--- src/rtl/game_mode_ctrl_pkg.sv ---
// Shared definitions for the game-mode sequencer: state encoding,
// display digit codes and helpers for the menu display.
package game_mode_ctrl_pkg;

    typedef enum logic [1:0] {
        ST_MENU  = 2'd0,
        ST_ENTER = 2'd1,
        ST_RUN   = 2'd2,
        ST_EXIT  = 2'd3
    } state_t;

    localparam logic [3:0]  DIGIT_BLANK = 4'hF;
    localparam logic [3:0]  DIGIT_MENU  = 4'h0;
    localparam logic [15:0] SEG_BLANK   = {4{DIGIT_BLANK}};

    // Menu display: two blank digits, the menu prefix, then the 1-based mode number.
    function automatic logic [15:0] menu_seg(input logic [1:0] sel);
        return {DIGIT_BLANK, DIGIT_BLANK, DIGIT_MENU, {2'b00, sel} + 4'd1};
    endfunction

    function automatic logic [15:0] menu_led(input logic [1:0] sel);
        return 16'd1 << sel;
    endfunction

endpackage

--- src/rtl/game_mode_ctrl_btn_debounce.sv ---
// Button conditioner: 2-FF synchroniser, stability down-counter, accepted
// level and a one-cycle press pulse on the level's rising edge.
module btn_debounce #(
    parameter int DEBOUNCE_CYCLES = 1_000_000
) (
    input  logic clk,
    input  logic reset,
    input  logic raw,
    output logic level,
    output logic press
);

    localparam int CW = (DEBOUNCE_CYCLES > 1) ? $clog2(DEBOUNCE_CYCLES) : 1;
    localparam logic [CW-1:0] CNT_LOAD = CW'(DEBOUNCE_CYCLES - 1);

    logic [1:0]    sync_q;
    logic [CW-1:0] cnt;

    // Bring the asynchronous button into the clk domain.
    always_ff @(posedge clk or posedge reset) begin
        if (reset) sync_q <= '0;
        else       sync_q <= {sync_q[0], raw};
    end

    // Accept a new level only after DEBOUNCE_CYCLES consecutive differing samples.
    always_ff @(posedge clk or posedge reset) begin
        if (reset) begin
            cnt   <= CNT_LOAD;
            level <= 1'b0;
            press <= 1'b0;
        end else begin
            press <= 1'b0;
            if (sync_q[1] == level) begin
                cnt <= CNT_LOAD;
            end else if (cnt == '0) begin
                level <= sync_q[1];
                press <= sync_q[1];
                cnt   <= CNT_LOAD;
            end else begin
                cnt <= cnt - 1'b1;
            end
        end
    end

endmodule

--- src/rtl/game_mode_ctrl.sv ---
// Game-mode sequencer: menu selection, blanked entry/exit and routing of
// the selected mode block's LEDs, display and go button.
//
// state    | meaning
// MENU     | browsing modes, display shows selected mode number
// ENTER    | display blanked before starting the selected mode
// RUN      | selected mode owns LEDs, display and go button
// EXIT     | display blanked before returning to the menu
module game_mode_ctrl
    import game_mode_ctrl_pkg::*;
#(
    parameter int N_MODES         = 4,
    parameter int DEBOUNCE_CYCLES = 1_000_000,
    parameter int BLANK_CYCLES    = 16
) (
    input  logic                 clk,
    input  logic                 reset,
    input  logic                 btn_mode_raw,
    input  logic                 btn_confirm_raw,
    input  logic                 btn_go_raw,
    input  logic [16*N_MODES-1:0] mode_led,
    input  logic [16*N_MODES-1:0] mode_seg,
    output logic [N_MODES-1:0]   active,
    output logic [N_MODES-1:0]   btn_go,
    output logic [15:0]          led,
    output logic [15:0]          seg_data,
    output logic [1:0]           cur_mode
);

    localparam int BW = (BLANK_CYCLES > 1) ? $clog2(BLANK_CYCLES) : 1;
    localparam logic [BW-1:0] BLANK_LOAD = BW'(BLANK_CYCLES - 1);

    logic mode_level, mode_press;
    logic confirm_level, confirm_press;
    logic go_level, go_press;
    logic unused_levels;

    btn_debounce #(.DEBOUNCE_CYCLES(DEBOUNCE_CYCLES)) u_db_mode (
        .clk(clk), .reset(reset), .raw(btn_mode_raw),
        .level(mode_level), .press(mode_press)
    );

    btn_debounce #(.DEBOUNCE_CYCLES(DEBOUNCE_CYCLES)) u_db_confirm (
        .clk(clk), .reset(reset), .raw(btn_confirm_raw),
        .level(confirm_level), .press(confirm_press)
    );

    btn_debounce #(.DEBOUNCE_CYCLES(DEBOUNCE_CYCLES)) u_db_go (
        .clk(clk), .reset(reset), .raw(btn_go_raw),
        .level(go_level), .press(go_press)
    );

    // Mode/confirm act on press pulses only, go is passed through as a level.
    assign unused_levels = mode_level ^ confirm_level ^ go_press;

    state_t        state;
    logic [1:0]    sel;
    logic [BW-1:0] blank_cnt;
    logic [15:0]   run_led;
    logic [15:0]   run_seg;

    assign cur_mode = sel;

    // Pick the selected mode's LED and display slices.
    always_comb begin
        run_led = '0;
        run_seg = '0;
        for (int k = 0; k < N_MODES; k++) begin
            if (sel == 2'(k)) begin
                run_led = mode_led[16*k +: 16];
                run_seg = mode_seg[16*k +: 16];
            end
        end
    end

    // Sequencer state, selection, blank timer and registered outputs of the current state.
    always_ff @(posedge clk or posedge reset) begin
        if (reset) begin
            state     <= ST_MENU;
            sel       <= 2'd0;
            blank_cnt <= '0;
            active    <= '0;
            btn_go    <= '0;
            led       <= menu_led(2'd0);
            seg_data  <= menu_seg(2'd0);
        end else begin
            active   <= '0;
            btn_go   <= '0;
            led      <= '0;
            seg_data <= SEG_BLANK;
            case (state)
                ST_MENU: begin
                    led      <= menu_led(sel);
                    seg_data <= menu_seg(sel);
                    if (confirm_press) begin
                        state     <= ST_ENTER;
                        blank_cnt <= BLANK_LOAD;
                    end else if (mode_press) begin
                        sel <= (sel == 2'(N_MODES - 1)) ? 2'd0 : sel + 2'd1;
                    end
                end
                ST_ENTER: begin
                    if (blank_cnt == '0) state <= ST_RUN;
                    else                 blank_cnt <= blank_cnt - 1'b1;
                end
                ST_RUN: begin
                    for (int k = 0; k < N_MODES; k++) begin
                        active[k] <= (sel == 2'(k));
                        btn_go[k] <= go_level && (sel == 2'(k));
                    end
                    led      <= run_led;
                    seg_data <= run_seg;
                    if (mode_press) begin
                        state     <= ST_EXIT;
                        blank_cnt <= BLANK_LOAD;
                    end
                end
                ST_EXIT: begin
                    if (blank_cnt == '0) state <= ST_MENU;
                    else                 blank_cnt <= blank_cnt - 1'b1;
                end
                default: state <= ST_MENU;
            endcase
        end
    end

endmodule
--- config.mk ---
export PLATFORM = sky130hd
export DESIGN_NAME = game_mode_ctrl
export DESIGN_NICKNAME = d
export VERILOG_FILES = /design/src/rtl/game_mode_ctrl_pkg.sv /design/src/rtl/game_mode_ctrl_btn_debounce.sv /design/src/rtl/game_mode_ctrl.sv
export SDC_FILE = /design/constraint.sdc
export NUM_CORES = 1
export LEC_CHECK = 0
export BUFFER_PORTS_ARGS = -buffer_cell sky130_fd_sc_hd__clkbuf_2
export CAP_MARGIN = 20
export CORE_MARGIN = 2
export CORE_UTILIZATION = 45
export CTS_CLUSTER_SIZE = 16
export DETAILED_ROUTE_END_ITERATION = 10
export PLACE_DENSITY = 0.75
export SLEW_MARGIN = 20
export SYNTH_ARGS = -nofsm -noshare
export SYNTH_HDL_FRONTEND = slang
export SYNTH_SLANG_ARGS = --single-unit
--- constraint.sdc ---
create_clock -name clk -period 7.1 [get_ports clk]
set_input_delay 1.42 -clock clk [delete_from_list [all_inputs] [get_ports clk]]
set_output_delay 1.42 -clock clk [all_outputs]
set_load 0.05 [all_outputs]
Yosys cells after proc, flatten, opt, wreduce, memory -nomap -nowiden

Cells that the tools add are included.

Flip-flop bits (word level): 119
Bits in latches: 0
Memory bits (writable): 0
ROM bits: 0
Input port bits: 133
Output and inout bits: 42
Logic and storage cells: 92
Memories: 0

Add/subtract/negate cells: 6
Multipliers: 0
Divide/modulo/power cells: 0
Magnitude comparators: 0
Equality and inequality tests: 14
Shift-type cells: 1
Mux-type cells: 32
Bitwise logic cells: 4
Reductions and logical operators: 17

Operators with widths:

| operator                | number |
|---|---|
| $mux W16                | 8 |
| $mux W20                | 6 |
| $pmux W16 S2            | 2 |
| $logic_not A20 Y1       | 3 |
| $sub A20 B1 Y20 const B | 3 |
| $mux W4                 | 5 |
| $shl A1 B2 Y16 const A  | 1 |
| $pmux W4 S3             | 1 |
| $mux W2                 | 5 |
| $eq A2 B2 Y1 const B    | 4 |
| $pmux W2 S4             | 1 |
| $ne A2 B2 Y1 const B    | 3 |
| $reduce_and A2 Y1       | 3 |
| $reduce_and A3 Y1       | 2 |
| $eq A2 B1 Y1 const B    | 2 |
| $logic_and A1 B1 Y1     | 4 |
| $logic_not A2 Y1        | 2 |
| $logic_not A4 Y1        | 1 |
| $mux W1                 | 4 |
| $ne A2 B1 Y1 const B    | 2 |
| $not A1 Y1              | 4 |
| $reduce_and A4 Y1       | 1 |
| $sub A4 B1 Y4 const B   | 1 |
| $add A2 B1 Y3 const B   | 1 |
| other kinds (3)         | 5 |

Depth between registers and ports, before layout

Depth after elaboration: 6
Gate-level depth with buffers: 8
Depth with buffers taken out: 6

Cells and area by module

A second synthesis with hierarchy kept.

Cell total of the unflattened synthesis: 578
Area, all modules: 6018.3 µm²

By module, submodules not included:

| module         | instances | cells each | area each (µm²) | sequential area each (µm²) |
|---|---|---|---|---|
| btn_debounce   | 3         | 103        | 1126.1          | 615.6 |
| game_mode_ctrl | 1         | 269        | 2640.0          | 1213.7 |

Worst setup path before layout

No wires, ideal clock.

Path type: flip-flop to flip-flop
Start: register sel[1] (netlist: cur_mode[1])
End: register seg_data[4]
Library setup time: 0.082 ns
Data arrival time: 2.046 ns
Data required time: 7.018 ns
Slack: 4.972 ns
Stages on the path, launching flop included: 9
Path buffers: 2
Clock period less this slack: 2.128 ns
Cells stage by stage: dfrtp_1 inv_1 ha_1 clkbuf_1 nor2b_1 clkbuf_1 a221o_1 o211ai_1 a31oi_1

Longest elaborated chain between the ends: 6
Elaborated cells between the ends (all ways): 9
Classes of those cells: eq/ne (3); mux (5); reduce/logical (1)

Ends and longest elaborated chain:

| what                   | line                  | text |
|---|---|---|
| from (decl)            | game_mode_ctrl.sv:57  | `logic [1:0] sel;` |
| from (signal assigned) | game_mode_ctrl.sv:99  | `sel <= (sel == 2'(N_MODES - 1)) ? 2'd0 : sel + 2'd1;` |
| $logic_not A2 Y1       | game_mode_ctrl.sv:69  | `if (sel == 2'(k)) begin` |
| $mux W16 (3 in a row)  | game_mode_ctrl.sv:69  |  |
| $mux W16 (*)           | game_mode_ctrl.sv:69  |  |
| $pmux W16 S2 (*)       | game_mode_ctrl.sv:91  | `case (state)` |
| to (signal assigned)   | game_mode_ctrl.sv:85  | `seg_data <= menu_seg(2'd0);` |
| to (signal assigned)   | game_mode_ctrl.sv:94  | `seg_data <= menu_seg(sel);` |
| to (signal assigned)   | game_mode_ctrl.sv:112 | `seg_data <= run_seg;` |
| to (decl)              | game_mode_ctrl.sv:26  | `output logic [15:0] seg_data,` |

Mark *: on every way between the ends. The rest lies on a longest branch, timed or not.
A chain may end at the register's enable or synchronous reset.

Final worst setup path

Start: register seg_data[10]
End: output port seg_data[10]

No word-level cell between the ends.

==> metrics.md <==
| Metric | Value |
|---|---|
| Xor/xnor share of the synthesized area | roughly 4.8% |
| CP Buf/Inv Count | 1 |
| Status | complete, no violations |
| Clock Skew | 0.00569 ns |
| Total gr overflow | 0 |
| CP Cell Sequence | clkbuf_2 |
| H-tree depth | 4 |
| Mapped Nets | 738 |
| Adder-Cell Fraction of Synth Area | 3.13% |
| Layout cell share with drive strength beyond 1 | between 30% and 40% |
| Setup ws final | 4.44 ns |
| Setup Buffers After CTS | 0 |
| N_diodes | 0 |
| Die Y | approximately 120 um |
| Commonest cells post-synth | dfrtp_1 (73), nand2_1 (67), dfstp_2 (46) |
| Area of the multi-input gates | ~2800 um^2 |
| Top-area cell type share of the netlist area | a little under a third |
| Startpoint Class | flip-flop |
| Most instantiated library cell after synthesis | dfrtp_1 |
| Clock root cell | clkbuf_16 |
| DRT Pass-1 Iters | 5 |
| Mux cell area share after synthesis | under 10% |
| R2R depth | 5 |
| Pleak | 3.45 nW |
| Hold-fix buffer count after cts | 0 |
| Clock Latency Late Sink | 0.41 ns |
| Crit Path Max Fanout | 1 |
| Mapped Cells | 590 |
| Largest net degree at the start of global routing | 61 |
| Die ar. | 14300 um^2 |
| Wire per inst | 17.2 um |
| Clk sink count | ~120 |
| ANT nets after route | 0 |
| Max VDD drop | 0.000164 V |
| Cell Int Power | 1.32 mW |
| Most common flop cell mapped by yosys | dfrtp_1 |
| Gpl congestion | around 0.9 |
| Syn Area/Cell | slightly above 10 um^2 |
| Least-Margin Pin Slew | 0.948 ns |
| Critical Path Sink | seg_data[10] |
| Die width | 119 um |
| Area of the mapped netlist | between 5000 and 6000 um^2 |
| # IOs | 175 |
| Yosys top cell by area | dfrtp_1 |
| Combinational Power Share | 5.0% |
| Setup TNS Final | 0 ns |
| Synth Area in Compound Gates | around 17% |
| Worst Setup End Kind | output pin |
| Final setup fails | 0 |
| GRT Total Usage | a little under a quarter |
| Setup CP Type | reg -> out |
| EDFF count, synth | 0 |
| RR Startpoint | cur_mode[0] |
| Achievable Freq | 376 MHz |
| Synth cell types | 62 |
| CTS tree | built |
| Post-DP Area | around 7000 um^2 |
| Simple-gate share of the synthesized area | 19.4% |
| Shortest period the worst path allows | 2.66 ns |
| FP Rows | 42 |
| Slew headroom | 36.7% |
| Sequential cell area | 3040 um^2 |
| Total Wirelength | about 16000 um |
| Async S/R FF share, synth | between 90% and 100% |
| Cell Count Post-Placement | 915 |
| Part of the power in registers | 41.9% |
| Slowest CP cell | dfstp_2 |
| Switching part of the total power | 20.6% |
| Initial antenna violation count | 0 |
| Nets | 906 |
| Placement Setup Slack | roughly 4.3 ns |
| Clk pin slew, worst setup/hold paths | 0.05 ns |
| Core area | between 10000 and 15000 um^2 |
| CP Launch Point | seg_data[10] |
| Clock share of power | between 50% and 60% |
| Hold crit path type | reg -> reg |
| Post-route cell area | between 7000 and 8000 um^2 |
| Min Hold Slack | 0.349 ns |
| Max Root-Sink Buffers | 2 |
| Vias per cell | 5.64 |
| DR DRC count | 0 |
| Post-cts sizing count | 0 |
| Final Hold Vio Count | 0 |
| Top delay family on crit path | flip-flops |
| Max_cap viols | 0 |
| Worst Path Required | 5.68 ns |
| Vias in the first global route | between 5k and 6k |
| Port bufs | ~170 |
| P&R area growth vs syn | 27.5% |
| Worst path depth | 1 |
| Final Cycle Share | 37.4% |
| RSZ-0062 raised after global routing | false |
| Pwr per Cell Area | around 220 nW/um^2 |
| FF-to-FF End | seg_data[3] |
| WP data arrival | about 1.2 ns |
| #FFs+latches synth | 119 |
| Ys Warns | 0 |
| Filler cell count | 1127 |
| DRT iter0 DRCs | between 400 and 500 |
| R2r setup slk | between 4 and 5 ns |
| Inserted Clock Buffers | 17 |
| Psw | 0.342 mW |
| Via count | 5338 |
| Post-DP HPWL | 11800 um |
| Max Transition Viols Final | 0 |
| Largest family of logic cells by synthesized area | simple AND/OR/NAND/NOR gates |
| Synth top area cells | dfrtp_1 (30%), dfstp_2 (20%), nand2_1 (4.2%) |
| Sequential fraction of the synthesis area | 50.7% |
| Initial Utilization | ~46% |
| Global-route wire length before repair | about 26000 um |
| Slowest stage delay, CP | 0.55 ns |
| Layout Cells excl Fill | 947 |
-- state kept, by name, summed over array words and instances (netlist names), 2 cells and up --
register	cells
u_db_go.cnt	20
u_db_go.sync_q	2
led	16
u_db_confirm.cnt	20
seg_data	16
u_db_mode.sync_q	2
btn_go	4
active	4
blank_cnt	4
u_db_confirm.sync_q	2
state	2
cur_mode	2
u_db_mode.cnt	20
-- power groups by stage --
stage               Combinational, mW  Clock, mW  Sequential [mW]
CTS                            0.0842      0.891            0.696
global route                   0.0936      0.925            0.697
global placement               0.0812          0            0.706
detailed placement             0.0838          0            0.706
floorplan                      0.0361          0            0.704
finish                         0.0832      0.881            0.696
-- per-layer routing --
layer,global-route usage [%],routed length (um),share of wire [%]
met5,0,0,0
met2,42.9,8700,53
met3,6.37,981,6.0
met1,26.8,6350,39
met4,7.94,280,1.7
-- worst min path at each step --
stage                            from                endpoint  cells after the start
2_1_floorplan  u_db_confirm.sync_q[0]  u_db_confirm.sync_q[1]                      0
3_3_place_gp      u_db_mode.sync_q[0]     u_db_mode.sync_q[1]                      0
3_5_place_dp      u_db_mode.sync_q[0]     u_db_mode.sync_q[1]                      0
4_1_cts           u_db_mode.sync_q[0]     u_db_mode.sync_q[1]                      0
5_1_grt           u_db_mode.sync_q[0]     u_db_mode.sync_q[1]                      0
6_report          u_db_mode.sync_q[0]     u_db_mode.sync_q[1]                      0
-- through the flow --
stage | power (mW) | util, %
CTS | 1.67 | 58.0
global placement | 0.787 | 53.4
global route | 1.72 | 58.2
floorplan | 0.740 | -
detailed placement | 0.790 | 53.4
finish | 1.66 | 58.2
-- final cells by class --
| cell class | instances | share of cell area [%] |
|---|---|---|
| clock buffers | 24 | 6.43 |
| clock inverters | 8 | 1.59 |
| inverters | 19 | 0.966 |
| multi-input cells | 422 | 36.5 |
| flip-flops and latches | 119 | 39.7 |
| well taps | 176 | 2.88 |
| repair buffers | 179 | 11.9 |
-- logic make-up (layout without fill, tap and decap cells) --
group	after synthesis	count (layout)
AND/OR/NAND/NOR	221	221
AO/OA/AOI/OAI	145	145
flip-flops	119	119
buffers and inverters	49	230
XOR/XNOR	33	33
adder cells (fa/ha/maj)	15	15
multiplexers	8	8
-- placed cells by master, fill, tap and decap left out, types with 3 or more instances in the layout --
master,count
o41ai_1,5
a31oi_1,6
o31ai_1,7
and2_1,6
dfrtp_1,73
clkbuf_2,174
dfstp_2,46
or3_1,10
clkbuf_1,3
nor4_1,9
nor3b_1,6
nor2b_1,4
a221o_1,17
nand3b_1,3
a221oi_1,4
clkinv_2,3
nand2_1,67
xnor2_1,15
or4_1,7
ha_1,15
a21oi_1,15
mux2_2,6
nand3_1,28
xor2_1,18
clkbuf_8,4
nor2_1,30
a22o_1,13
nor3_1,17
buf_4,5
o21ai_0,33
bufinv_16,3
inv_1,16
o211ai_1,13
and3_1,5
clkbuf_16,17
nand4_1,9
a22oi_1,15
(Power assumes the default switching activity.)
